`src/rtl/band_sched_ctrl_pkg.sv`:
```
// Shared types and sizing helpers for the banded image scheduler.
package band_sched_pkg;

  typedef enum logic [1:0] {
    ST_IDLE = 2'd0,
    ST_RUN  = 2'd1,
    ST_DONE = 2'd2
  } top_state_e;

  localparam logic MODE_SERIAL  = 1'b0;
  localparam logic MODE_OVERLAP = 1'b1;

  function automatic int calc_band_len(input int kernel_rows, input int img_cols, input int ch_num);
    return kernel_rows * img_cols * ch_num;
  endfunction

  function automatic int calc_num_bands(input int img_rows, input int kernel_rows);
    return img_rows - kernel_rows + 1;
  endfunction

endpackage

```
`src/rtl/band_sched_ctrl_if.sv`:
```
// Start/abort control plus fetch-side and core-side handshakes of the band scheduler.
interface band_sched_ctrl_if
  import band_sched_pkg::*;
#(
  parameter int ROW_W = 10,
  parameter int LEN_W = 20
);
  logic             start_i;
  logic             abort_i;
  logic             mode_i;
  logic             fetch_done_i;
  logic             fetch_run_o;
  logic [LEN_W-1:0] fetch_len_o;
  logic [ROW_W-1:0] fetch_row_o;
  logic             fetch_slot_o;
  logic             core_done_i;
  logic             core_run_o;
  logic [ROW_W-1:0] core_row_o;
  logic             core_slot_o;
  logic             busy_o;
  logic             done_o;
  logic [1:0]       state_o;

  modport master (
    output start_i, abort_i, mode_i, fetch_done_i, core_done_i,
    input  fetch_run_o, fetch_len_o, fetch_row_o, fetch_slot_o,
    input  core_run_o, core_row_o, core_slot_o, busy_o, done_o, state_o
  );

  modport slave (
    input  start_i, abort_i, mode_i, fetch_done_i, core_done_i,
    output fetch_run_o, fetch_len_o, fetch_row_o, fetch_slot_o,
    output core_run_o, core_row_o, core_slot_o, busy_o, done_o, state_o
  );
endinterface

```
`src/rtl/band_sched_ctrl_slot_tracker.sv`:
```
// Full flags for the two ping-pong band buffer slots; a set and a clear on
// different slots may land on the same edge.
module pingpong_slot_tracker
  import band_sched_pkg::*;
(
  input  logic       clk,
  input  logic       rst,
  input  logic       clr_all,
  input  logic       set_en,
  input  logic       set_slot,
  input  logic       clr_en,
  input  logic       clr_slot,
  output logic [1:0] full
);
  logic [1:0] full_r;
  logic [1:0] full_s;

  // next flag values: frame clear wins, otherwise apply clear then set
  always_comb begin
    full_s = full_r;
    if (clr_all) begin
      full_s = 2'b00;
    end else begin
      if (clr_en) begin
        full_s[clr_slot] = 1'b0;
      end else begin
        full_s[clr_slot] = full_r[clr_slot];
      end
      if (set_en) begin
        full_s[set_slot] = 1'b1;
      end else begin
        full_s[set_slot] = full_s[set_slot];
      end
    end
  end

  // flag register
  always_ff @(posedge clk or posedge rst) begin
    if (rst) begin
      full_r <= 2'b00;
    end else begin
      full_r <= full_s;
    end
  end

  assign full = full_r;
endmodule

```
`src/rtl/band_sched_ctrl.sv`:
```
// Frame-level band scheduler: overlaps BRAM fetch of band k+1 with core processing
// of band k through a two-slot buffer, or strictly alternates in serial mode.
module band_sched_ctrl
  import band_sched_pkg::*;
#(
  parameter int IMG_ROWS    = 540,
  parameter int IMG_COLS    = 540,
  parameter int KERNEL_ROWS = 3,
  parameter int CH_NUM      = 1,
  parameter int ROW_W       = 10,
  parameter int LEN_W       = 20
) (
  input logic              clk,
  input logic              rst,
  band_sched_ctrl_if.slave bus
);
  localparam int BAND_LEN  = calc_band_len(KERNEL_ROWS, IMG_COLS, CH_NUM);
  localparam int NUM_BANDS = calc_num_bands(IMG_ROWS, KERNEL_ROWS);
  localparam logic [ROW_W-1:0] NUM_BANDS_W = ROW_W'(NUM_BANDS);
  localparam logic [ROW_W-1:0] ROW_ONE     = ROW_W'(1);
  localparam logic [LEN_W-1:0] BAND_LEN_W  = LEN_W'(BAND_LEN);

  top_state_e       state_r, state_s;
  logic             mode_r, mode_s;
  logic [ROW_W-1:0] fetch_cnt_r, fetch_cnt_s, core_cnt_r, core_cnt_s;
  logic             fetch_run_r, fetch_run_s, core_run_r, core_run_s;
  logic [LEN_W-1:0] fetch_len_r, fetch_len_s;
  logic [ROW_W-1:0] fetch_row_r, fetch_row_s, core_row_r, core_row_s;
  logic             fetch_slot_r, fetch_slot_s, core_slot_r, core_slot_s;
  logic             busy_r, busy_s, done_r, done_s;
  logic             clr_all_s, set_en_s, clr_en_s;
  logic             fetch_issue_s, core_issue_s;
  logic [1:0]       full_s;

  pingpong_slot_tracker u_slots (
    .clk      (clk),
    .rst      (rst),
    .clr_all  (clr_all_s),
    .set_en   (set_en_s),
    .set_slot (fetch_cnt_r[0]),
    .clr_en   (clr_en_s),
    .clr_slot (core_cnt_r[0]),
    .full     (full_s)
  );

  // Serial mode only fetches into a fully drained buffer with the core idle.
  assign fetch_issue_s = (fetch_cnt_r < NUM_BANDS_W) && !full_s[fetch_cnt_r[0]] && !fetch_run_r &&
                         ((mode_r == MODE_OVERLAP) || ((full_s == 2'b00) && !core_run_r));
  assign core_issue_s  = (core_cnt_r < NUM_BANDS_W) && full_s[core_cnt_r[0]] && !core_run_r;

  // top FSM, fetch/core engines and registered output values
  always_comb begin
    state_s     = state_r;
    mode_s      = mode_r;
    fetch_cnt_s = fetch_cnt_r;
    core_cnt_s  = core_cnt_r;
    fetch_run_s = 1'b0;
    core_run_s  = 1'b0;
    clr_all_s   = 1'b0;
    set_en_s    = 1'b0;
    clr_en_s    = 1'b0;
    case (state_r)
      ST_IDLE: begin
        if (bus.start_i) begin
          state_s     = ST_RUN;
          mode_s      = bus.mode_i;
          fetch_cnt_s = {ROW_W{1'b0}};
          core_cnt_s  = {ROW_W{1'b0}};
          clr_all_s   = 1'b1;
        end else begin
          state_s = ST_IDLE;
        end
      end
      ST_RUN: begin
        if (bus.abort_i) begin
          state_s     = ST_IDLE;
          fetch_cnt_s = {ROW_W{1'b0}};
          core_cnt_s  = {ROW_W{1'b0}};
          clr_all_s   = 1'b1;
        end else begin
          if (fetch_run_r) begin
            if (bus.fetch_done_i) begin
              set_en_s    = 1'b1;
              fetch_cnt_s = (fetch_cnt_r < NUM_BANDS_W) ? fetch_cnt_r + ROW_ONE : fetch_cnt_r;
            end else begin
              fetch_run_s = 1'b1;
            end
          end else begin
            fetch_run_s = fetch_issue_s;
          end
          if (core_run_r) begin
            if (bus.core_done_i) begin
              clr_en_s   = 1'b1;
              core_cnt_s = (core_cnt_r < NUM_BANDS_W) ? core_cnt_r + ROW_ONE : core_cnt_r;
            end else begin
              core_run_s = 1'b1;
            end
          end else begin
            core_run_s = core_issue_s;
          end
          if (core_cnt_s == NUM_BANDS_W) begin
            state_s     = ST_DONE;
            fetch_run_s = 1'b0;
            core_run_s  = 1'b0;
          end else begin
            state_s = ST_RUN;
          end
        end
      end
      ST_DONE: begin
        if (bus.abort_i) begin
          state_s     = ST_IDLE;
          fetch_cnt_s = {ROW_W{1'b0}};
          core_cnt_s  = {ROW_W{1'b0}};
          clr_all_s   = 1'b1;
        end else if (bus.start_i) begin
          state_s     = ST_RUN;
          mode_s      = bus.mode_i;
          fetch_cnt_s = {ROW_W{1'b0}};
          core_cnt_s  = {ROW_W{1'b0}};
          clr_all_s   = 1'b1;
        end else begin
          state_s = ST_DONE;
        end
      end
      default: begin
        state_s     = ST_IDLE;
        fetch_cnt_s = {ROW_W{1'b0}};
        core_cnt_s  = {ROW_W{1'b0}};
        clr_all_s   = 1'b1;
      end
    endcase

    fetch_len_s  = fetch_run_s ? BAND_LEN_W : {LEN_W{1'b0}};
    fetch_row_s  = fetch_run_s ? fetch_cnt_s : {ROW_W{1'b0}};
    fetch_slot_s = fetch_run_s ? fetch_cnt_s[0] : 1'b0;
    core_row_s   = core_run_s ? core_cnt_s : {ROW_W{1'b0}};
    core_slot_s  = core_run_s ? core_cnt_s[0] : 1'b0;
    busy_s       = (state_s == ST_RUN);
    done_s       = (state_s == ST_DONE);
  end

  // state, counters and output registers
  always_ff @(posedge clk or posedge rst) begin
    if (rst) begin
      state_r      <= ST_IDLE;
      mode_r       <= MODE_SERIAL;
      fetch_cnt_r  <= {ROW_W{1'b0}};
      core_cnt_r   <= {ROW_W{1'b0}};
      fetch_run_r  <= 1'b0;
      core_run_r   <= 1'b0;
      fetch_len_r  <= {LEN_W{1'b0}};
      fetch_row_r  <= {ROW_W{1'b0}};
      fetch_slot_r <= 1'b0;
      core_row_r   <= {ROW_W{1'b0}};
      core_slot_r  <= 1'b0;
      busy_r       <= 1'b0;
      done_r       <= 1'b0;
    end else begin
      state_r      <= state_s;
      mode_r       <= mode_s;
      fetch_cnt_r  <= fetch_cnt_s;
      core_cnt_r   <= core_cnt_s;
      fetch_run_r  <= fetch_run_s;
      core_run_r   <= core_run_s;
      fetch_len_r  <= fetch_len_s;
      fetch_row_r  <= fetch_row_s;
      fetch_slot_r <= fetch_slot_s;
      core_row_r   <= core_row_s;
      core_slot_r  <= core_slot_s;
      busy_r       <= busy_s;
      done_r       <= done_s;
    end
  end

  assign bus.fetch_run_o  = fetch_run_r;
  assign bus.fetch_len_o  = fetch_len_r;
  assign bus.fetch_row_o  = fetch_row_r;
  assign bus.fetch_slot_o = fetch_slot_r;
  assign bus.core_run_o   = core_run_r;
  assign bus.core_row_o   = core_row_r;
  assign bus.core_slot_o  = core_slot_r;
  assign bus.busy_o       = busy_r;
  assign bus.done_o       = done_r;
  assign bus.state_o      = state_r;
endmodule

```
`src/flat_wrapper.sv`:
```
// flat-port wrapper written by rule: the top's interface ports become plain ports
module band_sched_ctrl_flat import band_sched_pkg::*;
#(
  parameter int IMG_ROWS    = 540,
  parameter int IMG_COLS    = 540,
  parameter int KERNEL_ROWS = 3,
  parameter int CH_NUM      = 1,
  parameter int ROW_W       = 10,
  parameter int LEN_W       = 20
)
  (clk, rst, bus_start_i, bus_abort_i, bus_mode_i, bus_fetch_done_i, bus_core_done_i, bus_fetch_run_o, bus_fetch_len_o, bus_fetch_row_o, bus_fetch_slot_o, bus_core_run_o, bus_core_row_o, bus_core_slot_o, bus_busy_o, bus_done_o, bus_state_o);
  band_sched_ctrl_if #(.ROW_W(ROW_W), .LEN_W(LEN_W)) bus_i ();
  input logic clk;
  input logic rst;
  input wire logic [$bits(bus_i.start_i)-1:0] bus_start_i;
  input wire logic [$bits(bus_i.abort_i)-1:0] bus_abort_i;
  input wire logic [$bits(bus_i.mode_i)-1:0] bus_mode_i;
  input wire logic [$bits(bus_i.fetch_done_i)-1:0] bus_fetch_done_i;
  input wire logic [$bits(bus_i.core_done_i)-1:0] bus_core_done_i;
  output wire logic [$bits(bus_i.fetch_run_o)-1:0] bus_fetch_run_o;
  output wire logic [$bits(bus_i.fetch_len_o)-1:0] bus_fetch_len_o;
  output wire logic [$bits(bus_i.fetch_row_o)-1:0] bus_fetch_row_o;
  output wire logic [$bits(bus_i.fetch_slot_o)-1:0] bus_fetch_slot_o;
  output wire logic [$bits(bus_i.core_run_o)-1:0] bus_core_run_o;
  output wire logic [$bits(bus_i.core_row_o)-1:0] bus_core_row_o;
  output wire logic [$bits(bus_i.core_slot_o)-1:0] bus_core_slot_o;
  output wire logic [$bits(bus_i.busy_o)-1:0] bus_busy_o;
  output wire logic [$bits(bus_i.done_o)-1:0] bus_done_o;
  output wire logic [$bits(bus_i.state_o)-1:0] bus_state_o;
  assign bus_i.start_i = bus_start_i;
  assign bus_i.abort_i = bus_abort_i;
  assign bus_i.mode_i = bus_mode_i;
  assign bus_i.fetch_done_i = bus_fetch_done_i;
  assign bus_i.core_done_i = bus_core_done_i;
  assign bus_fetch_run_o = bus_i.fetch_run_o;
  assign bus_fetch_len_o = bus_i.fetch_len_o;
  assign bus_fetch_row_o = bus_i.fetch_row_o;
  assign bus_fetch_slot_o = bus_i.fetch_slot_o;
  assign bus_core_run_o = bus_i.core_run_o;
  assign bus_core_row_o = bus_i.core_row_o;
  assign bus_core_slot_o = bus_i.core_slot_o;
  assign bus_busy_o = bus_i.busy_o;
  assign bus_done_o = bus_i.done_o;
  assign bus_state_o = bus_i.state_o;
  band_sched_ctrl #(.IMG_ROWS(IMG_ROWS), .IMG_COLS(IMG_COLS), .KERNEL_ROWS(KERNEL_ROWS), .CH_NUM(CH_NUM), .ROW_W(ROW_W), .LEN_W(LEN_W)) u_core (.clk(clk), .rst(rst), .bus(bus_i));
endmodule
```
`config.mk`:
```
export PLATFORM = sky130hd
export DESIGN_NAME = band_sched_ctrl_flat
export DESIGN_NICKNAME = d
export VERILOG_FILES = /design/src/rtl/band_sched_ctrl_pkg.sv /design/src/rtl/band_sched_ctrl_if.sv /design/src/rtl/band_sched_ctrl_slot_tracker.sv /design/src/rtl/band_sched_ctrl.sv /design/src/flat_wrapper.sv
export SDC_FILE = /design/constraint.sdc
export NUM_CORES = 1
export LEC_CHECK = 0
export CAP_MARGIN = 40
export CORE_MARGIN = 2
export CORE_UTILIZATION = 44
export DETAILED_ROUTE_END_ITERATION = 6
export PLACE_DENSITY = 0.71
export SLEW_MARGIN = 5
export SYNTH_ARGS = -nofsm -noshare
export SYNTH_HDL_FRONTEND = slang
export SYNTH_SLANG_ARGS = --single-unit
export TNS_END_PERCENT = 1
```
`constraint.sdc`:
```
create_clock -name clk -period 4 [get_ports clk]
set_clock_uncertainty 0.2 [all_clocks]
set_input_delay 0.4 -clock clk [delete_from_list [all_inputs] [get_ports clk]]
set_output_delay 0.4 -clock clk [all_outputs]
set_load 0.01 [all_outputs]
```
* Yosys cells after proc, flatten, opt, wreduce, memory -nomap -nowiden *
Cells that the tools add are included.

storage, ports and cells
  bits in registers = 71
  word-level logic and storage cells = 115
  output and inout bits = 48
  bits of input ports = 7

cells by class
  $lt $le $gt $ge = 6
  add/sub/neg operators = 2
  bitwise operators = 3
  reduce and logical (&&, ||, !) cells = 16
  eq/ne operators = 6
  muxes and demuxes = 68

operator list
  operator                 number
  $mux W10                 16
  $pmux W10 S3             2
  $mux W1                  34
  $add A10 B1 Y10 const B  2
  $lt A10 B10 Y1 const B   2
  $mux W2                  8
  $mux W11                 1
  $eq A10 B10 Y1 const B   1
  $logic_and A1 B1 Y1      8
  $pmux W2 S3              1
  $bwmux W2                2
  $eq A2 B1 Y1 const B     2
  $eq A2 B2 Y1 const B     2
  $logic_not A2 Y1         2
  $lt A1 B2 Y1 const B     2
  $logic_not A1 Y1         3
  $pmux W1 S3              1
  $and A2 B2 Y2            1
  $demux W1 S1             2
  $ge A1 B1 Y1 const B     2
  $ne A2 B2 Y1 const B     1
  $not A2 Y2               1
  $or A2 B2 Y2             1
  $pmux W1 S2              1
  3 further kinds          3

* Longest topological paths before layout *
Gate-level depths: netlist of the first run.

  depth in word-level cells = 13
  gate-level depth with buffers = 9
  gate-level depth less buffers = 7

* Hierarchy *
A second synthesis of the first run with hierarchy kept.

unflattened totals
  cells, all modules = 272
  area, all modules = 2,663.8 um^2

modules (own cells, without submodules)
  module                 times used  seq. area each (um^2)  area each (um^2)  cells an instance
  band_sched_ctrl        1           1,176.1                2,566.2           262
  pingpong_slot_tracker  1           50.0                   97.6              10

* Worst setup path before layout of the first run *
OpenSTA, ideal clock, no wires.

  kind = register to register
  start point = register u_core.core_cnt_r[9]
  end point = register u_core.fetch_row_r[1] (netlist: u_core.bus.fetch_row_o[1])
  setup time = 0.117 ns
  cell stages (with the launch flop) = 8
  setup slack = 1.725 ns
  path buffers = 1
  period minus slack after synthesis = 2.275 ns
  arrival = 1.959 ns
  data required time = 3.683 ns
  cell sequence = dfrtp_1 -> nand4b_1 -> or4_4 -> xnor2_1 -> nor4b_4 -> a31oi_1 -> buf_6 -> and2_4

on the way
  longest elaborated chain between the ends = 11
  elaborated cells on any way between the ends = 12
  classes of those cells = add/sub: 1; order compare: 1; eq/ne: 1; mux: 9

ends and longest elaborated chain
  item                                               line                    text
  start, declared                                    band_sched_ctrl.sv:25   logic [ROW_W-1:0] fetch_cnt_r, fetch_cnt_s, core_cnt_r, core_cnt_s;
  start signal, assigned                             band_sched_ctrl.sv:149  core_cnt_r <= {ROW_W{1'b0}};
  start signal, assigned                             band_sched_ctrl.sv:163  core_cnt_r <= core_cnt_s;
  $add A10 B1 Y10 or $lt A10 B10 Y1 (tied branches)  band_sched_ctrl.sv:94   core_cnt_s = (core_cnt_r < NUM_BANDS_W) ? core_cnt_r + ROW_ONE : core_cnt_r;
  $mux W10                                           band_sched_ctrl.sv:94
  $mux W10                                           band_sched_ctrl.sv:92   if (bus.core_done_i) begin
  $mux W10 *                                         band_sched_ctrl.sv:91   if (core_run_r) begin
  $mux W10 *                                         band_sched_ctrl.sv:75   if (bus.abort_i) begin
  $mux W10 *                                         band_sched_ctrl.sv:62   case (state_r)
  $eq A10 B10 Y1 *                                   band_sched_ctrl.sv:101  if (core_cnt_s == NUM_BANDS_W) begin
  $mux W1 *                                          band_sched_ctrl.sv:101
  $mux W1 *                                          band_sched_ctrl.sv:75
  $mux W1 *                                          band_sched_ctrl.sv:62
  net u_core.fetch_run_s                             band_sched_ctrl.sv:26   logic fetch_run_r, fetch_run_s, core_run_r, core_run_s;
  $mux W10 *                                         band_sched_ctrl.sv:135  fetch_row_s = fetch_run_s ? fetch_cnt_s : {ROW_W{1'b0}};
  net u_core.fetch_row_s[1]                          band_sched_ctrl.sv:28   logic [ROW_W-1:0] fetch_row_r, fetch_row_s, core_row_r, core_row_s;
  end signal, assigned                               band_sched_ctrl.sv:153  fetch_row_r <= {ROW_W{1'b0}};
  end signal, assigned                               band_sched_ctrl.sv:167  fetch_row_r <= fetch_row_s;
  end, declared                                      band_sched_ctrl.sv:28

Mark *: on every way through the listed nets, which the timed path passes. The rest lies on a longest branch. The select of a mux whose other input is x is not followed.
A chain may end at the register's enable or synchronous reset.

* Worst setup path after layout of the first run *
  start point = input bus_core_done_i
  end point = register u_core.core_slot_r (netlist: u_core.bus.core_slot_o)

on the way
  longest elaborated chain between the ends = 9
  elaborated cells on any way between the ends = 13
  classes of those cells = eq/ne: 1; mux: 12

ends and longest elaborated chain
  item                  line                    text
  start, declared       flat_wrapper.sv:19      input wire logic [$bits(bus_i.core_done_i)-1:0] bus_core_done_i;
  $mux W10              band_sched_ctrl.sv:92
  $mux W10              band_sched_ctrl.sv:91
  $mux W10              band_sched_ctrl.sv:75
  $mux W10              band_sched_ctrl.sv:62
  $eq A10 B10 Y1        band_sched_ctrl.sv:101
  $mux W1               band_sched_ctrl.sv:101
  $mux W1               band_sched_ctrl.sv:75
  $mux W1               band_sched_ctrl.sv:62
  $mux W1 *             band_sched_ctrl.sv:138  core_slot_s = core_run_s ? core_cnt_s[0] : 1'b0;
  end signal, assigned  band_sched_ctrl.sv:170  core_slot_r <= core_slot_s;
  end, declared         band_sched_ctrl.sv:29   logic fetch_slot_r, fetch_slot_s, core_slot_r, core_slot_s;

Mark *: on every way between the ends. The rest lies on a longest branch, timed or not. The select of a mux whose other input is x is not followed.

==> impl_metrics.toml, run 1 <==
[setup_path]
path_class = "input pin to flop"
path_buf_inv = 2
worst_ep_arrival_time_ps = 2580
worst_ep_required_time_ps = 3990
crit_path_max_fanout = 10
end_kind = "flop"
crit_slowest_cell = "or4_4"
critPathMaxStageDelay_ps = 540
worstPathCellList = "clkdlybuf4s50_1 > nand4b_1 > or4_4 > xnor2_1 > nor4b_4 > a31oi_1 > buf_4 > and2_1"
cp_top_family = "simple AND/OR/NAND/NOR gates"
worstSetupStartpointType = "input pin"

[detailed_routing]
ant_nets = 0
drt_iter0_markers = 212
routed_wl_microns = 5350
viasPerCell = 5.51
wl_per_cell_microns = 14.8
drt-pass1-iter-count = 4
vias = 1994
post-route-drc-count = 0

[final_layout]
final_util = 0.524
syn_to_final_growth_pct = 16.9
num_antenna_cells = 0
layout.cells.non_filler = 362
final_nets = 296
layout-drive-gt1-share = 0.122

[logic_synthesis]
synth_enable_flop_cells = 0
syn_area_per_cell_sq_um = 10.1
synth.cell_area_sq_um = 2610
synth_ff_type = "dfrtp_1"
yosysSeqAreaShare = 0.470
ys_ff_latch = 49
postSynth.asyncResetShare = 1.00
yosysWarnings = 0
yosysUniqueCellTypes = 52
syn-instance-count = 258

[floorplan]
io_pins = 55
dieArea_sq_um = 6550
row_count = 28
dieWidth_microns = 81.0
die_h_microns = 81.0
coreArea_sq_um = 5820
start_util = 0.448

[clock_tree]
cts_num_sinks = 49
cts.path.max_buffers = 2
clk_latency_ps = 290
htree_num_levels = 2
cts_resized = 0
path_clk_slew_ps = 80
cts_setup_buffers = 0
cts_root_buf = "clkbuf_8"
cts_buffers = 5
cts_tree = "done"
hold_buffers = 0

[placed_design]
dpl.cell_count = 355
place_ws_ps = 1110
hpwlAfterDp_microns = 3860
gp_congestion = 0.912
place.port_buffers = 39

[timing]
clock.fmax_ghz = 0.386
fin_crit_sh = 0.647
fin_setup_tns_ps = 0
tightest_slew_ps = 802
final_max_slew_viol_count = 0
final_hold_viol_count = 0
fin_crit_ps = 2590
setup_violations = 0
fin_ws_ps = 1410
slew_headroom = 0.465
rsz0062_at_grt = "no"

[flow_run]
cap_violations = 0

[pwr]
p_per_area_nw_per_um2 = 312
ir_worst_vdd_mv = 0.157
p_total_mw = 0.952
p_leak_nw = 1.38

[outcome]
run_status = "completed"

[worst_hold_path]
hold_class = "input pin to async pin"

[grt]
grt.total_usage = 0.182
grt_first_pass_wirelength_microns = 9160
grt_pass1_vias = 1870
overflow = 0
grt_max_degree = 27
antenna_found_initial = 0
==> cell families (layout without fill, tap and decap cells) <==
kind of cell | after synthesis | count (layout) | share of synthesized area
and+or+nand+nor | 97 | 97 | 0.235
AOI/OAI and AO/OA | 63 | 63 | 0.157
DFF | 49 | 49 | 0.470
buffers and inverters | 38 | 53 | 0.0970
xor gates and xnor gates | 5 | 5 | 0.0168
muxes | 3 | 3 | 0.0125
adders and majority gates | 2 | 2 | 0.00960
other | 1 | 15 | 0.00144
==> power breakdown <==
part | internal [mW] | leakage [nW] | switching (mW) | total [mW]
sequential | 0.503 | 0.678 | 0.00866 | 0.511
clock | 0.182 | 0.0540 | 0.154 | 0.335
combinational | 0.0423 | 0.646 | 0.0635 | 0.106
total | 0.727 | 1.38 | 0.226 | 0.952
==> per-stage QoR <==
stage | area (sq um) | hold WS (ps)
2_1_floorplan | 2660 | 294
3_3_place_gp | 2920 | 328
3_5_place_dp | 2940 | 332
4_1_cts | 3050 | 284
5_1_grt | 3050 | 331
6_report | 3050 | 266
==> worst paths after layout <==
path	start	cells past startpoint	slack (ps)	to
worst max-delay path	bus_core_done_i	8	1410	u_core.bus.core_slot_o$_DFF_PP0_
worst max register to register	u_core.core_cnt_r[5]$_DFF_PP0_	7	1440	u_core.bus.core_slot_o$_DFF_PP0_
worst min-delay path	rst	2	270	u_core.bus.core_row_o[9]$_DFF_PP0_
min in group clk	u_core.mode_r$_DFFE_PP0P_	1	340	u_core.mode_r$_DFFE_PP0P_
max in group asynchronous	rst	3	2820	u_core.bus.core_row_o[1]$_DFF_PP0_
worst min register to register	u_core.mode_r$_DFFE_PP0P_	1	340	u_core.mode_r$_DFFE_PP0P_
==> sequential cells by signal, indices dropped and copies added (netlist names) <==
signal,count
u_core.bus.busy_o,1
u_core.bus.fetch_slot_o,1
u_core.bus.core_run_o,1
u_core.bus.state_o,2
u_core.bus.fetch_len_o,1
u_core.bus.core_row_o,9
u_core.core_cnt_r,10
u_core.bus.core_slot_o,1
u_core.bus.done_o,1
u_core.mode_r,1
u_core.fetch_cnt_r,10
u_core.u_slots.full,2
u_core.bus.fetch_row_o,9
==> final cells by class <==
cell class / count / area (sq um)
fillers: 531 / 2770
repair buffers: 43 / 433
clock buffers: 5 / 68.8
multi-input cells: 185 / 1180
flip-flops and latches: 49 / 1230
inverters: 3 / 11.3
clock inverters: 2 / 35.0
well taps: 75 / 93.8
==> metal layers <==
metal  routed length (microns)  vias to the layer above  part of all wire  track usage
met5                         0                        -                 0            0
met4                        57                        0             0.011       0.0525
met3                       245                        7             0.046       0.0322
li1                          -                      943                 -            -
met2                      2600                       70              0.49        0.294
met1                      2440                      974              0.46        0.250
==> Yosys cell counts, types with 3 or more instances <==
master	count	share of area
buf_4	24	0.069
and2_4	16	0.054
clkbuf_1	5	0.0072
buf_2	3	0.0058
and3_1	9	0.022
a22o_1	3	0.010
xor2_1	3	0.010
a31oi_1	7	0.017
nand3b_1	3	0.0086
nand2_1	20	0.029
dfrtp_1	49	0.47
nor3_1	3	0.0058
nand4_1	7	0.017
and2_1	4	0.0096
nand3_1	6	0.012
o21ai_0	24	0.046
inv_1	3	0.0043
a21oi_1	10	0.019
nor2_1	9	0.013
nor2b_1	4	0.0096
==> worst register-to-register path, delay by kind of cell (launching register included) <==
kind / cells / cell delay (ps)
simple gates: 4 / 1200
compound gates: 1 / 130
xor+xnor: 1 / 170
flops: 1 / 560
buf+inv: 1 / 190
==> layout by cell type (no fill, tap or decap), types with 2 or more instances in the layout <==
cell	synthesis	layout
a21o_1	2	2
clkdlybuf4s50_1	0	39
and2_1	4	4
nand3_1	6	6
a32o_1	2	2
a31oi_1	7	7
nand2_1	20	20
ha_1	2	2
nor2b_1	4	4
a22o_1	3	3
a21oi_1	10	10
dfrtp_1	49	49
conb_1	1	15
xor2_1	3	3
and4_1	2	2
xnor2_1	2	2
and3_1	9	9
clkbuf_8	0	5
o211ai_1	2	2
inv_1	3	2
buf_4	24	3
nor2_1	9	9
o21ai_0	24	24
a21boi_0	2	2
nand2b_1	2	2
and2_4	16	16
and4b_1	2	2
o22ai_1	2	2
mux2_2	2	2
nand4_1	7	7
o31ai_1	2	2
nor3_1	3	3
nand3b_1	3	3
nor4_1	2	2
Note: power is estimated with default switching activity, not from simulation.
==> inputs of run 2 (changes only) <==
==> constraint.sdc (replaced) <==
create_clock -name clk -period 2.54 [get_ports clk]
set_clock_uncertainty 0.2 [all_clocks]
set_input_delay 0.254 -clock clk [delete_from_list [all_inputs] [get_ports clk]]
set_output_delay 0.254 -clock clk [all_outputs]
set_load 0.01 [all_outputs]
==> impl_metrics.toml, run 2 (synthesis results as in run 1) <==
[outcome]
run_status = "completed"

[detailed_routing]
post-route-drc-count = 0
vias = 2080
drt_iter0_markers = 112
viasPerCell = 5.43
wl_per_cell_microns = 15.4
ant_nets = 0
drt-pass1-iter-count = 4
routed_wl_microns = 5890

[clock_tree]
htree_num_levels = 2
path_clk_slew_ps = 80
cts_num_sinks = 49
cts.path.max_buffers = 2
cts_buffers = 5
cts_tree = "done"
clk_latency_ps = 300
cts_root_buf = "clkbuf_8"

[final_layout]
final_nets = 317
num_antenna_cells = 0
final_common_cell = "dfrtp_1"
syn_to_final_growth_pct = 22.9
top_regs = "u_core.core_cnt_r: 10 flops, u_core.fetch_cnt_r: 10 flops"
post-route-cell-area_sq_um = 3200
mostFrequentLayoutCells = "48 x dfrtp_1, 39 x clkdlybuf4s50_1, 24 x o21ai_0, 24 x buf_4, 20 x nand2_1"
layout-drive-gt1-share = 0.192
layout.cells.non_filler = 383

[floorplan]
row_count = 28
coreArea_sq_um = 5820
dieArea_sq_um = 6550
start_util = 0.448
dieWidth_microns = 81.0
die_h_microns = 81.0
io_pins = 55

[timing]
rsz0062_at_grt = "no"
final_max_slew_viol_count = 0
fin_crit_sh = 0.961
tightest_slew_ps = 585
final_hold_viol_count = 0
slew_headroom = 0.609
fin_crit_ps = 2440
setup_violations = 0
fin_setup_tns_ps = 0
clock.fmax_ghz = 0.410

[setup_path]
worstSetupStartpointType = "flop"
crit_path_max_fanout = 5
critPathMaxStageDelay_ps = 480
worstPathCellList = "o41ai_4 > nand2_2 > o31a_1 > nor3_2 > and3_1 > o21ai_0"
path_class = "flop to flop"
crit_slowest_cell = "o41ai_4"
worst_ep_arrival_time_ps = 2400
r2r-start = "u_core.core_cnt_r[6]$_DFF_PP0_"
r2r_cells = 6
end_kind = "flop"
r2r-end = "u_core.bus.state_o[0]$_DFF_PP0_"
worst_ep_required_time_ps = 2500
rrSetupSlack_ps = 100

[placed_design]
place.port_buffers = 39
hpwlAfterDp_microns = 4440
dpl.cell_count = 375
dpl-instance-area_sq_um = 3090
gp_congestion = 0.903

[grt]
grt_first_pass_wirelength_microns = 9740
grt.total_usage = 0.197
overflow = 0
grt_max_degree = 28
grt_pass1_vias = 1969
antenna_found_initial = 0

[pwr]
p_total_mw = 1.44
p_leak_nw = 1.47
ir_worst_vdd_mv = 0.302
p_per_area_nw_per_um2 = 450

[worst_hold_path]
hold_class = "input pin to async pin"

[flow_run]
cap_violations = 0
==> run 2: final cells by class <==
cell class                      instances  area [sq um]
Fill cell                             551          2610
Tap cell                               75          93.8
Inverter                                3          11.3
Timing Repair Buffer                   64           591
Multi-Input combinational cell        185          1190
Clock buffer                            7          86.3
Sequential cell                        49          1230
==> run 2: per-layer routing <==
metal / up-vias / track usage / share of wire
li1: 986 / - / -
met1: 1007 / 0.264 / 0.45
met2: 80 / 0.328 / 0.49
met3: 7 / 0.0389 / 0.050
met4: 0 / 0.0475 / 0.011
met5: - / 0 / 0
==> run 2: worst max-delay path, delay by kind of cell, from the launching register on <==
kind / cells / cell delay [ps]
and+or+nand+nor: 3 / 680
DFF: 1 / 470
AOI/OAI and AO/OA: 3 / 940
==> run 2: worst max path at each step <==
stage / start / end / slack, ps / cells after the start
floorplan: u_core.core_cnt_r[9]$_DFF_PP0_ / u_core.bus.fetch_row_o[1]$_DFF_PP0_ / 260 / 7
global placement: bus_core_done_i / u_core.bus.fetch_row_o[3]$_DFF_PP0_ / -100 / 8
detailed placement: bus_core_done_i / u_core.bus.core_slot_o$_DFF_PP0_ / -120 / 8
CTS: u_core.core_cnt_r[6]$_DFF_PP0_ / u_core.bus.core_slot_o$_DFF_PP0_ / 90 / 7
global route: u_core.core_cnt_r[6]$_DFF_PP0_ / u_core.bus.core_row_o[8]$_DFF_PP0_ / 0.2 / 7
finish: u_core.core_cnt_r[6]$_DFF_PP0_ / u_core.bus.state_o[0]$_DFF_PP0_ / 100 / 6
==> run 2: report_power, final <==
part / total (mW) / internal (mW) / switching [mW]
Combinational: 0.181 / 0.0768 / 0.104
Sequential: 0.806 / 0.791 / 0.0144
Clock: 0.454 / 0.216 / 0.238
Total: 1.44 / 1.08 / 0.357
==> run 2: repair_timing <==
action                     4_1_cts  5_1_grt
hold buffers                     0        0
setup endpoints to repair        0       19
setup buffers                    0        1
gates resized for setup          0        4
==> run 2: stage by stage <==
stage,setup WS (ps),hold WS (ps),util
final,99.8,102,0.551
after global routing,0.243,138,0.551
after CTS,86.5,117,0.547
after detailed placement,-116,335,0.532
after global placement,-95.5,331,0.532
after floorplan,265,204,-
==> variant 1: new RTL, config.mk and constraints of run 2 <==
`LEN_W` is set to 20 in 3 places; all go to 28.
--- a/src/rtl/band_sched_ctrl_if.sv
+++ b/src/rtl/band_sched_ctrl_if.sv
@@ -3,7 +3,7 @@
   import band_sched_pkg::*;
 #(
   parameter int ROW_W = 10,
-  parameter int LEN_W = 20
+  parameter int LEN_W = 28
 );
   logic             start_i;
   logic             abort_i;
--- a/src/rtl/band_sched_ctrl.sv
+++ b/src/rtl/band_sched_ctrl.sv
@@ -8,7 +8,7 @@
   parameter int KERNEL_ROWS = 3,
   parameter int CH_NUM      = 1,
   parameter int ROW_W       = 10,
-  parameter int LEN_W       = 20
+  parameter int LEN_W       = 28
 ) (
   input logic              clk,
   input logic              rst,
--- a/src/flat_wrapper.sv
+++ b/src/flat_wrapper.sv
@@ -6,7 +6,7 @@
   parameter int KERNEL_ROWS = 3,
   parameter int CH_NUM      = 1,
   parameter int ROW_W       = 10,
-  parameter int LEN_W       = 20
+  parameter int LEN_W       = 28
 )
   (clk, rst, bus_start_i, bus_abort_i, bus_mode_i, bus_fetch_done_i, bus_core_done_i, bus_fetch_run_o, bus_fetch_len_o, bus_fetch_row_o, bus_fetch_slot_o, bus_core_run_o, bus_core_row_o, bus_core_slot_o, bus_busy_o, bus_done_o, bus_state_o);
   band_sched_ctrl_if #(.ROW_W(ROW_W), .LEN_W(LEN_W)) bus_i ();
Interface: changed (resized bus_fetch_len_o); port bits go from 55 to 63. No check against the original RTL was run, so the function may have changed too.
==> variant 1 against run 2 <==
Routed wire length down 5.3%. Cell area up 0.82%. Worst setup slack about the same. First-iteration DRC count down 8.9%. Total power down 0.54%. Area after synthesis up 2.3%. Die area up 2.2%. Sequential cell count unchanged. Final cell count up 2.1%. Critical path type unchanged. Critical endpoint is now u_core.bus.fetch_row_o[6]. Largest cell class unchanged. Largest power group unchanged.
==> variant 1: results (changes against run 2) <==
synth:
  synth-seq-area-share: 0.460  # was 0.470
  async_flop_share: 1.00  # unchanged
  synth_area_leaders: "dfrtp_1 46%, buf_4 9.0%, and2_4 5.3%"  # was dfrtp_1 47%, buf_4 6.9%, and2_4 5.4%
  synth_common_cells: "49 x dfrtp_1, 32 x buf_4, 24 x o21ai_0, 20 x nand2_1, 16 x and2_4"  # was 49 x dfrtp_1, 24 x buf_4, 24 x o21ai_0, 20 x nand2_1, 16 x and2_4
layout:
  layout_commonest_cell: "dfrtp_1"  # unchanged
  fin_nets: 324  # was 317
  area_delta_synth_final_pct: 21.1  # was 22.9%
  drive_gt1_frac: 0.193  # was 0.192
  num_antenna_cells: 0  # unchanged
  reg_top3: "u_core.core_cnt_r: 10 flops, u_core.fetch_cnt_r: 10 flops"  # unchanged
  fillers: 524  # was 551
routing:
  first_iter_violations: 102  # was 112
  firstDrtPassIters: 4  # unchanged
  vias: 2040  # was 2080
  wirelength_microns: 5570  # was 5890 microns
worst_setup_path:
  cpPeakStageDelay_ns: 0.48  # about the same
  cp.arrival_ns: 2.43  # was 2.40 ns
  worst-r2r-setup-slack_ns: 0.10
  regToRegEndpoint: "u_core.bus.fetch_row_o[6]"  # was u_core.bus.state_o[0]
  crit_fanout: 11  # was 5
  rr_worst_depth: 8  # was 6
  timing.rr.start: "u_core.core_cnt_r[8]"  # was u_core.core_cnt_r[6]
placed_design:
  pre_cts_ws_ns: -0.105  # was -0.116 ns
  globalplace.congestion: 0.922  # was 0.903
  dpl.hpwl_microns: 4090  # was 4440 microns
  numPortBuffers: 39  # unchanged
global_routing:
  grt_pass1_vias: 1943  # was 1969
  grt_max_degree: 50  # was 28
  track_usage: 0.181  # was 0.197
  grt_pass1_wl_microns: 9270  # was 9740 microns
  antenna_found_initial: 0  # unchanged
status:
  status: "finished clean"  # unchanged
sta:
  tightest_slew_ns: 0.582  # was 0.585 ns
  fin_crit_sh: 0.961  # about the same
cts:
  cts_root_buf: "clkbuf_8"  # unchanged
  clk_latency_ns: 0.30  # about the same
  htreeDepth: 2  # unchanged
  cts.path.max_buffers: 2  # unchanged
  numCtsBuffers: 5  # unchanged
power:
  leakagePower_nw: 1.48  # was 1.47 nW
  worst_ir_drop_vdd_uv: 234  # was 302 uV
==> variant 1: changes by cell type after synthesis, sizes merged <==
cell and delta:
buf +8
==> variant 1: area by class of cell <==
type | instances | share of cell area
Inverter | 3 | 0.00349
Timing Repair Buffer | 63 | 0.181
Multi-Input combinational cell | 193 | 0.380
Sequential cell | 49 | 0.381
Clock buffer | 7 | 0.0236
Clock inverter | 1 | 0.00233
Tap cell | 75 | 0.0291
==> variant 1: worst max-delay path, delay by kind of cell, from the launching register on <==
kind	cells	cell delay, ns
compound gates	2	0.58
simple gates	3	0.51
flops	1	0.46
buf+inv	2	0.39
xor+xnor	1	0.19
==> variant 1: logic make-up after synthesis <==
logic type | count (synthesis) | synth area share
AOI/OAI and AO/OA | 63 | 0.154
xor gates and xnor gates | 5 | 0.0164
adders and majority gates | 2 | 0.00938
buffers and inverters | 46 | 0.117
DFF | 49 | 0.460
muxes | 3 | 0.0122
other | 1 | 0.00141
and+or+nand+nor | 97 | 0.229
==> variant 1: repair_timing <==
item | in CTS | in global routing
resized for setup | 0 | 7
setup endpoints to repair | 0 | 24
setup buffers | 0 | 4
==> variant 1: routing by layer <==
| metal | up-vias | wire (microns) | GRT usage |
|---|---|---|---|
| met1 | 984 | 2740 | 0.257 |
| met4 | 0 | 69 | 0.0583 |
| met5 | - | 0 | 0 |
| li1 | 987 | - | - |
| met3 | 5 | 259 | 0.0286 |
| met2 | 64 | 2500 | 0.284 |
==> variant 1: how the worst max path moves through the flow <==
stage / start / end / cells past startpoint
6_report: u_core.core_cnt_r[8] / u_core.bus.fetch_row_o[6] / 8
5_1_grt: u_core.core_cnt_r[8] / u_core.bus.core_slot_o / 8
4_1_cts: u_core.core_cnt_r[7] / u_core.bus.fetch_row_o[2] / 7
3_5_place_dp: bus_core_done_i / u_core.bus.core_slot_o / 8
3_3_place_gp: bus_core_done_i / u_core.bus.fetch_slot_o / 8
2_1_floorplan: u_core.core_cnt_r[9] / u_core.bus.fetch_row_o[1] / 7
==> variant 1: per-stage QoR <==
stage | hold WS [ns] | std cells | cell area, sq um
floorplan | 0.204 | 288 | 2750
global placement | 0.324 | 379 | 3090
detailed placement | 0.338 | 379 | 3090
CTS | 0.120 | 387 | 3180
global route | 0.131 | 391 | 3230
finish | 0.113 | 391 | 3230
==> variant 1: power breakdown <==
group | switching (W) | internal, W
logic | 0.000109 | 0.0000757
clock network | 0.000248 | 0.000195
registers | 0.0000138 | 0.000791
==> variant 2: new RTL, flow settings as in run 2 <==
Made on the original files. Reset style: synchronous (`rst`), changed in 2 clocked blocks.
--- a/src/rtl/band_sched_ctrl_slot_tracker.sv
+++ b/src/rtl/band_sched_ctrl_slot_tracker.sv
@@ -35,7 +35,7 @@
   end
 
   // flag register
-  always_ff @(posedge clk or posedge rst) begin
+  always_ff @(posedge clk) begin
     if (rst) begin
       full_r <= 2'b00;
     end else begin
--- a/src/rtl/band_sched_ctrl.sv
+++ b/src/rtl/band_sched_ctrl.sv
@@ -141,7 +141,7 @@
   end
 
   // state, counters and output registers
-  always_ff @(posedge clk or posedge rst) begin
+  always_ff @(posedge clk) begin
     if (rst) begin
       state_r      <= ST_IDLE;
       mode_r       <= MODE_SERIAL;
Check against the original RTL: differs if rst is asserted again (counterexample within 4 cycles, from zero or initial values and one cycle with rst high); with rst held inactive, the same outputs for 10 cycles.
==> variant 2 against run 2 <==
Sequential cell count unchanged. Largest cell class is now multi-input combinational cells. Cell area decreased by 5.5%. Total power decreased by 4.7%. Critical path depth increased by 2. Maximum frequency increased by 0.23%. Clock power increased by 8.4%. Area after synthesis decreased by 5.3%. Non-clock buffer count decreased by 2. Routed wire length decreased by 5.1%. Worst setup slack improved by 0.0055 ns. First-iteration DRC count increased by 43%.
==> variant 2: results (changes against run 2) <==
layout:
  clk_share: 0.0335  # was 0.0270
  drive_gt1_frac: 0.129  # was 0.192
  signal_buffers: 62  # was 64
  area_delta_synth_final_pct: 22.6  # was 22.9%
  fin_nets: 356  # was 317
  regArea_sq_um: 981  # was 1230 sq um
  fillers: 525  # was 551
  buf_share: 0.186  # was 0.184
  n_all_inverters: 5  # was 3
  multi_input_gates: 224  # was 185
  stdcell_count: 420  # was 383
global_routing:
  grt_max_degree: 20  # was 28
  grt_pass1_vias: 2005  # was 1969
  grtUsageMet1: 0.231  # was 0.264
  gr-usage-met2: 0.301  # was 0.328
  grt_pass1_wl_microns: 9020  # was 9740 microns
  track_usage: 0.184  # was 0.197
worst_setup_path:
  crit_slowest_cell: "or4_4"  # was o41ai_4
  critical_path.top_delay_family: "simple AND/OR/NAND/NOR gates"  # was compound AO/OA/AOI/OAI gates
placed_design:
  post_dp_cell_area_sq_um: 2920  # was 3090 sq um
  dpl.hpwl_microns: 4130  # was 4440 microns
synth:
  avgSynthCellArea_sq_um: 8.12  # was 10.1 sq um
  synth-seq-area-share: 0.397  # was 0.470
  yosys.cell_count.top_type: "nor2_1"  # was dfrtp_1
  synthMuxAreaShare: 0.0167  # was 0.0125
  synth_common_cells: "50 x nor2_1, 49 x dfxtp_1, 22 x buf_4, 20 x nand2_1"  # was 49 x dfrtp_1, 24 x buf_4, 24 x o21ai_0, 20 x nand2_1, 16 x and2_4
  async_flop_share: 0  # was 1.00
  syn_inst: 304  # was 258
  synth_adder_area_share: 0.0101  # was 0.00960
  synthXorXnorAreaFrac: 0.0106  # was 0.0168
  synth_area_leaders: "dfxtp_1 40%, nor2_1 7.6%, buf_4 6.7%"  # was dfrtp_1 47%, buf_4 6.9%, and2_4 5.4%
power:
  worst_ir_drop_vdd_uv: 241  # was 302 uV
  seq_power_share: 0.565  # was 0.559
  p_per_area_nw_per_um2: 454  # was 450 nW/um^2
  p_clk_w: 0.000492  # was 0.000454 W
routing:
  vias: 2247  # was 2080
  first_iter_violations: 160  # was 112
  wirelength_microns: 5580  # was 5890 microns
status:
  status: "finished clean"  # unchanged
## variant 2: cell types whose count changed in the layout (fill, tap and decap cells not counted), sizes merged, moves of 5 or more
cell,before,now
nor2,9,50
dfrtp,49,0
a21oi,10,19
dfxtp,0,49
and3,9,3
or3,0,5
and2,21,2
## variant 2: path summary, 6_finish.rpt
kind,startpoint,endpoint,slack (ns),cells past startpoint
setup reg to reg,u_core.core_cnt_r[8],u_core.bus.core_row_o[7],0.11,8
hold reg to reg,u_core.mode_r,u_core.mode_r,0.27,2
setup / recovery,u_core.core_cnt_r[8],u_core.bus.core_row_o[7],0.11,8
hold / removal,u_core.mode_r,u_core.mode_r,0.27,2
## variant 2: per-layer routing
layer  part of all wire  routed length, microns  vias up
li1                   -                       -     1131
met1               0.46                    2540     1028
met2               0.47                    2600       73
met3              0.050                     281       15
met4              0.029                     163        0
met5                  0                       0        -
## variant 2: worst min-delay path, delay by kind of cell (launching register included)
family | cells | cell delay, ns
flops | 1 | 0.32
simple gates | 1 | 0.05
compound gates | 1 | 0.05
